==> src/rtl/vscale_md_unit_pkg.sv <==
// Shared constants, state encoding and request record for the RV32M multiply/divide unit.
package vscale_md_unit_pkg;

  localparam int XPR_LEN     = 32;
  localparam int MD_ITERS    = 32;
  localparam int MD_CNT_W    = $clog2(MD_ITERS);
  localparam int MD_OP_WIDTH = 2;

  localparam logic [MD_OP_WIDTH-1:0] MD_OP_MUL = 2'd0;
  localparam logic [MD_OP_WIDTH-1:0] MD_OP_DIV = 2'd1;
  localparam logic [MD_OP_WIDTH-1:0] MD_OP_REM = 2'd2;

  localparam logic MD_OUT_LO = 1'b0;
  localparam logic MD_OUT_HI = 1'b1;

  typedef enum logic [1:0] {
    MD_IDLE    = 2'd0,
    MD_SETUP   = 2'd1,
    MD_COMPUTE = 2'd2,
    MD_FINISH  = 2'd3
  } md_state_t;

  typedef struct packed {
    logic [MD_OP_WIDTH-1:0] op;
    logic                   out_sel;
    logic                   in_1_signed;
    logic                   in_2_signed;
  } md_req_t;

  function automatic logic [XPR_LEN-1:0] md_abs(input logic [XPR_LEN-1:0] v,
                                                input logic is_signed);
    return (is_signed && v[XPR_LEN-1]) ? -v : v;
  endfunction

endpackage

==> src/rtl/vscale_md_unit.sv <==
// Iterative RV32M multiply/divide: one shift-add or restoring-divide step per cycle,
// operating on magnitudes with the sign fixed up on the way into FINISH.
module vscale_md_unit
  import vscale_md_unit_pkg::*;
(
  input  logic                   clk,
  input  logic                   reset,
  input  logic                   req_valid,
  output logic                   req_ready,
  input  logic [MD_OP_WIDTH-1:0] req_op,
  input  logic                   req_out_sel,
  input  logic                   req_in_1_signed,
  input  logic                   req_in_2_signed,
  input  logic [XPR_LEN-1:0]     req_in_1,
  input  logic [XPR_LEN-1:0]     req_in_2,
  input  logic                   kill,
  output logic                   resp_valid,
  output logic [XPR_LEN-1:0]     resp_result
);

  localparam logic [MD_CNT_W-1:0] CNT_LAST = MD_CNT_W'(MD_ITERS - 1);

  md_state_t              state;
  md_req_t                req_q;
  logic [XPR_LEN-1:0]     a_q, b_q;
  logic [2*XPR_LEN-1:0]   acc_q;
  logic [XPR_LEN:0]       rem_q;
  logic [MD_CNT_W-1:0]    cnt_q;
  logic                   negate_q, div_zero_q;

  logic                   is_mul, sign_1, sign_2;
  logic [XPR_LEN-1:0]     abs_1, abs_2;
  logic [XPR_LEN:0]       mul_sum;
  logic [XPR_LEN+1:0]     diff;
  logic [2*XPR_LEN-1:0]   acc_step, prod_fin;
  logic [XPR_LEN:0]       rem_step;
  logic [XPR_LEN-1:0]     quo_fin, rem_fin, result_fin;

  always_comb begin
    is_mul  = (req_q.op == MD_OP_MUL);
    sign_1  = req_q.in_1_signed & a_q[XPR_LEN-1];
    sign_2  = req_q.in_2_signed & b_q[XPR_LEN-1];
    abs_1   = md_abs(a_q, req_q.in_1_signed);
    abs_2   = md_abs(b_q, req_q.in_2_signed);
    // MUL: acc = {partial product, remaining multiplier bits}
    mul_sum = {1'b0, acc_q[2*XPR_LEN-1:XPR_LEN]} + (acc_q[0] ? {1'b0, a_q} : '0);
    // DIV: acc[XPR_LEN-1:0] shifts dividend bits out and quotient bits in
    diff    = {rem_q, acc_q[XPR_LEN-1]} - {2'b00, b_q};
    acc_step = acc_q;
    rem_step = rem_q;
    if (is_mul) begin
      acc_step = {mul_sum, acc_q[XPR_LEN-1:1]};
    end else begin
      acc_step = {acc_q[2*XPR_LEN-1:XPR_LEN], acc_q[XPR_LEN-2:0], ~diff[XPR_LEN+1]};
      rem_step = diff[XPR_LEN+1] ? {rem_q[XPR_LEN-1:0], acc_q[XPR_LEN-1]} : diff[XPR_LEN:0];
    end
    prod_fin = negate_q ? -acc_step : acc_step;
    // a zero divisor leaves all-ones in the quotient, which must not be negated
    quo_fin  = (negate_q && !div_zero_q) ? -acc_step[XPR_LEN-1:0] : acc_step[XPR_LEN-1:0];
    rem_fin  = negate_q ? -rem_step[XPR_LEN-1:0] : rem_step[XPR_LEN-1:0];
    case (req_q.op)
      MD_OP_MUL: result_fin = (req_q.out_sel == MD_OUT_HI) ? prod_fin[2*XPR_LEN-1:XPR_LEN]
                                                           : prod_fin[XPR_LEN-1:0];
      MD_OP_DIV: result_fin = quo_fin;
      default:   result_fin = rem_fin;
    endcase
  end

  always_ff @(posedge clk) begin
    if (reset) begin
      state       <= MD_IDLE;
      req_ready   <= 1'b1;
      resp_valid  <= 1'b0;
      resp_result <= '0;
      req_q       <= '0;
      a_q         <= '0;
      b_q         <= '0;
      acc_q       <= '0;
      rem_q       <= '0;
      cnt_q       <= '0;
      negate_q    <= 1'b0;
      div_zero_q  <= 1'b0;
    end else begin
      resp_valid <= 1'b0;
      case (state)
        MD_IDLE: begin
          if (req_valid && !kill) begin
            state             <= MD_SETUP;
            req_ready         <= 1'b0;
            req_q.op          <= req_op;
            req_q.out_sel     <= req_out_sel;
            req_q.in_1_signed <= req_in_1_signed;
            req_q.in_2_signed <= req_in_2_signed;
            a_q               <= req_in_1;
            b_q               <= req_in_2;
          end
        end
        MD_SETUP: begin
          if (kill) begin
            state     <= MD_IDLE;
            req_ready <= 1'b1;
          end else begin
            state      <= MD_COMPUTE;
            a_q        <= abs_1;
            b_q        <= abs_2;
            negate_q   <= (req_q.op == MD_OP_REM) ? sign_1 : (sign_1 ^ sign_2);
            div_zero_q <= (b_q == '0);
            acc_q      <= {{XPR_LEN{1'b0}}, is_mul ? abs_2 : abs_1};
            rem_q      <= '0;
            cnt_q      <= '0;
          end
        end
        MD_COMPUTE: begin
          if (kill) begin
            state     <= MD_IDLE;
            req_ready <= 1'b1;
          end else begin
            acc_q <= acc_step;
            rem_q <= rem_step;
            cnt_q <= cnt_q + 1'b1;
            if (cnt_q == CNT_LAST) begin
              state       <= MD_FINISH;
              resp_valid  <= 1'b1;
              resp_result <= result_fin;
            end
          end
        end
        default: begin
          state     <= MD_IDLE;
          req_ready <= 1'b1;
        end
      endcase
    end
  end

endmodule
==> config.mk <==
export PLATFORM = sky130hd
export DESIGN_NAME = vscale_md_unit
export DESIGN_NICKNAME = d
export VERILOG_FILES = /design/src/rtl/vscale_md_unit_pkg.sv /design/src/rtl/vscale_md_unit.sv
export SDC_FILE = /design/constraint.sdc
export NUM_CORES = 1
export LEC_CHECK = 0
export CAP_MARGIN = 20
export CORE_UTILIZATION = 30
export DETAILED_ROUTE_END_ITERATION = 10
export PLACE_DENSITY = 0.47
export SLEW_MARGIN = 0
export SYNTH_ARGS = -nofsm -noshare
export SYNTH_HDL_FRONTEND = slang
export SYNTH_SLANG_ARGS = --single-unit
==> constraint.sdc <==
create_clock -name clk -period 10 [get_ports clk]
set_clock_uncertainty 0.05 [all_clocks]
set_input_delay 2 -clock clk [delete_from_list [all_inputs] [get_ports clk]]
set_output_delay 2 -clock clk [all_outputs]
set_load 0.05 [all_outputs]
==> results.md <==
- Clk buf depth: 3
- Setup CP Type: reg -> reg
- Total Neg Setup Slack: 0 ps
- Worst hold stages: 2
- Post-CTS Resized: 0
- Leak pwr: 8.32 nW
- H-tree lvl count: 1
- Clock Latency Late Sink: between 600 and 700 ps
- Post-synth ARST share: 0%
- CP startpoint kind: flip-flop
- Status: finished, final reports clean
- Crit Reg-Reg Startpoint: b_q[2]
- Syn Area/Cell: 6.87 um^2
- R2R depth: 20
- Fmax: 0.155 GHz
- Final Routed Wirelength: 95.7 mm
- Critical Path AT: 6860 ps
- Routed WL per cell: 25.9 um
- Detailed Place HPWL: 72.9 mm
- Max-slew violations: 0
- Number of synthesis warnings: 0
- R2R Path End: resp_result[30]
- Gp weighted congestion: 0.961
- Total GRT Usage: between 20% and 30%
- Routed Antenna Nets: 0
- Post-synthesis sequential area ratio: 21.4%
- Via Count: 22,229
- Pwr/cell area: 160 nW/um^2
- Crit path launch: b_q[2]
- Pre-CTS worst setup slack: 3640 ps
- CTS Sinks: between 200 and 250
- Layout fillers: just under 7,000
- Initial antenna violation count: 1
- Endpoints failing setup: 0
- Syn Nets: approximately 3,000
- Hold wc startpoint: resp_result[14]
- Grt total ovfl: 0
- Period minus WS final: between 6000 and 7000 ps
- Share of the synthesized area in the top cell type: 21.4%
- Post-CTS setup buffers: 0
- DRT iter0 DRCs: 2,461
- TritonCTS buffer count: 29
- Residual DRC count: 0
- Share of layout cells above drive strength 1: 5.91%
- Die X: roughly 260 um
- Worst Path Required: ~10,000 ps
- Worst slew pin tran: about 1200 ps
- #FFs+latches synth: 209
- TritonRoute pass-1 iters: 6
- Core area: 64,300 um^2
- NumNets Final: 2,973
- Top cells by area, synth: dfxtp_1 (21%), nor2_1 (8.0%), a21oi_1 (6.5%), nand2_1 (6.4%), ha_1 (4.7%)
- Antenna fix cells: 0
- Initial Utilization: 30.4%
- MaxCap Viol Count: 0
- Fin. Hold Viols: 0
- Worst reg-to-reg setup slack: around 3600 ps
- RSZ-0062 raised after global routing: false
- Fin crit share: 64.4%
- Row cnt: between 90 and 100
- CTS clock-pin slew for the worst setup and hold paths: 60 ps
- Ports: 107
- First-pass GRT wire length: ~140 mm
- Crit path max fanout: 19
- Slew margin rel.: roughly 18%
- Syn Inst Count: 2,844
- Hold WC Path Type: reg -> reg
- Final worst setup slack: 3560 ps
- Ys flop type: dfxtp_1
- CTS tree: yes
- Post-synth EDFFs: 0
- Max VDD drop: 0.132 mV
- Vias/cell: 6.01
- Clock tree root buffer cell: clkbuf_16
- Die Ht: 257 um
- Yosys cell types: 87
- # port buffers: 106
- Post-Synthesis Cell Area: 19,500 um^2
- Vias in the first global route: 20,835
- Hold_buf cts: 0
- Worst Hold End: resp_result[14]
- P&R area growth vs syn: 13.9%
- Crit end category: flip-flop
- Post-synth top area cell: dfxtp_1
- Die area: 66,100 um^2
- Largest net degree at the start of global routing: 125
-- worst max path at each step --
| stage | slack (ps) | end | depth (start not counted) |
|---|---|---|---|
| 2_1_floorplan | 4780 | resp_result[30] | 22 |
| 3_3_place_gp | 3840 | resp_result[30] | 20 |
| 3_5_place_dp | 3640 | resp_result[30] | 20 |
| 4_1_cts | 3610 | resp_result[30] | 20 |
| 5_1_grt | 3020 | resp_result[30] | 20 |
| 6_report | 3560 | resp_result[30] | 20 |
-- cells in the mapped netlist (51+ instances only) --
| cell | count |
|---|---|
| nor3_1 | 77 |
| nor2_1 | 416 |
| o21ai_0 | 167 |
| clkbuf_1 | 175 |
| and2_1 | 59 |
| a21oi_1 | 255 |
| a22oi_1 | 51 |
| dfxtp_1 | 209 |
| xnor2_1 | 92 |
| a31oi_1 | 51 |
| ha_1 | 73 |
| nand2_1 | 334 |
| a211oi_1 | 78 |
| inv_1 | 69 |
-- per-stage QoR --
step	area (um^2)	hold WS, ps	std cells	power, W	util, %
after floorplan	19500	404	2844	0.00198	-
after global placement	21300	397	3645	0.00253	33.1
after detailed placement	21300	406	3646	0.00253	33.1
after CTS	22200	414	3697	0.00355	34.5
after global routing	22200	452	3700	0.00374	34.6
final	22200	412	3700	0.00356	34.6
-- cell type report --
| type | instances | area (um^2) | area share [%] |
|---|---|---|---|
| clock inverters | 11 | 76.3 | 0.343 |
| repair buffers | 162 | 1530 | 6.86 |
| well taps | 855 | 1070 | 4.81 |
| flip-flops and latches | 209 | 4190 | 18.8 |
| inverters | 70 | 263 | 1.18 |
| clock buffers | 40 | 807 | 3.63 |
| multi-input cells | 2353 | 14300 | 64.4 |
-- sequential cells by signal (all words and copies together), names as in the netlist --
name         count
cnt_q            5
req_ready        1
a_q             32
rem_q           33
negate_q         1
b_q             32
req_q            5
state            2
div_zero_q       1
acc_q           64
resp_valid       1
resp_result     32
-- layer usage --
| layer | track usage (%) | vias to the layer above | part of all wire [%] |
|---|---|---|---|
| met2 | 44.7 | 902 | 45 |
| met3 | 4.05 | 170 | 6.9 |
| li1 | - | 10375 | - |
| met5 | 0 | - | 0 |
| met4 | 14.4 | 0 | 5.6 |
| met1 | 36.3 | 10782 | 43 |
-- logic make-up after synthesis --
logic type / Yosys count / synth area share, %
and+or+nand+nor: 1133 / 26.5
adders and majority gates: 75 / 4.88
muxes: 65 / 3.49
DFF: 209 / 21.4
xor gates and xnor gates: 142 / 6.37
buffers and inverters: 282 / 5.59
AOI/OAI and AO/OA: 938 / 31.7
-- cells in the final DEF, fill, tap and decap left out, types with 59 or more instances in the layout --
master           count
a211oi_1            78
a21oi_1            255
and2_1              59
clkdlybuf4s50_1    105
dfxtp_1            206
ha_1                72
inv_1               69
nand2_1            333
nor2_1             413
nor3_1              77
o21ai_0            166
xnor2_1             92
-- report_power, final --
group | switching, W | internal (W)
logic | 0.00111 | 0.000501
clock network | 0.000445 | 0.000562
registers | 0.0000682 | 0.000875
-- worst max-delay path: stages, from the launching register on --
cell and delay, ps:
dfxtp_1 430, inv_1 130, ha_1 390, o211ai_1 140, a21oi_1 410, o211ai_1 210, a21oi_1 370, or3_1 660
nand2_1 530, buf_4 400, nand2_1 90, o21ai_0 100, mux2i_1 190, ha_1 170, inv_1 50, a311oi_1 270
nand4b_1 430, nor3_2 560, nand3_1 250, o311ai_0 340, a31oi_1 120
Note: power is estimated with default switching activity, not from simulation.
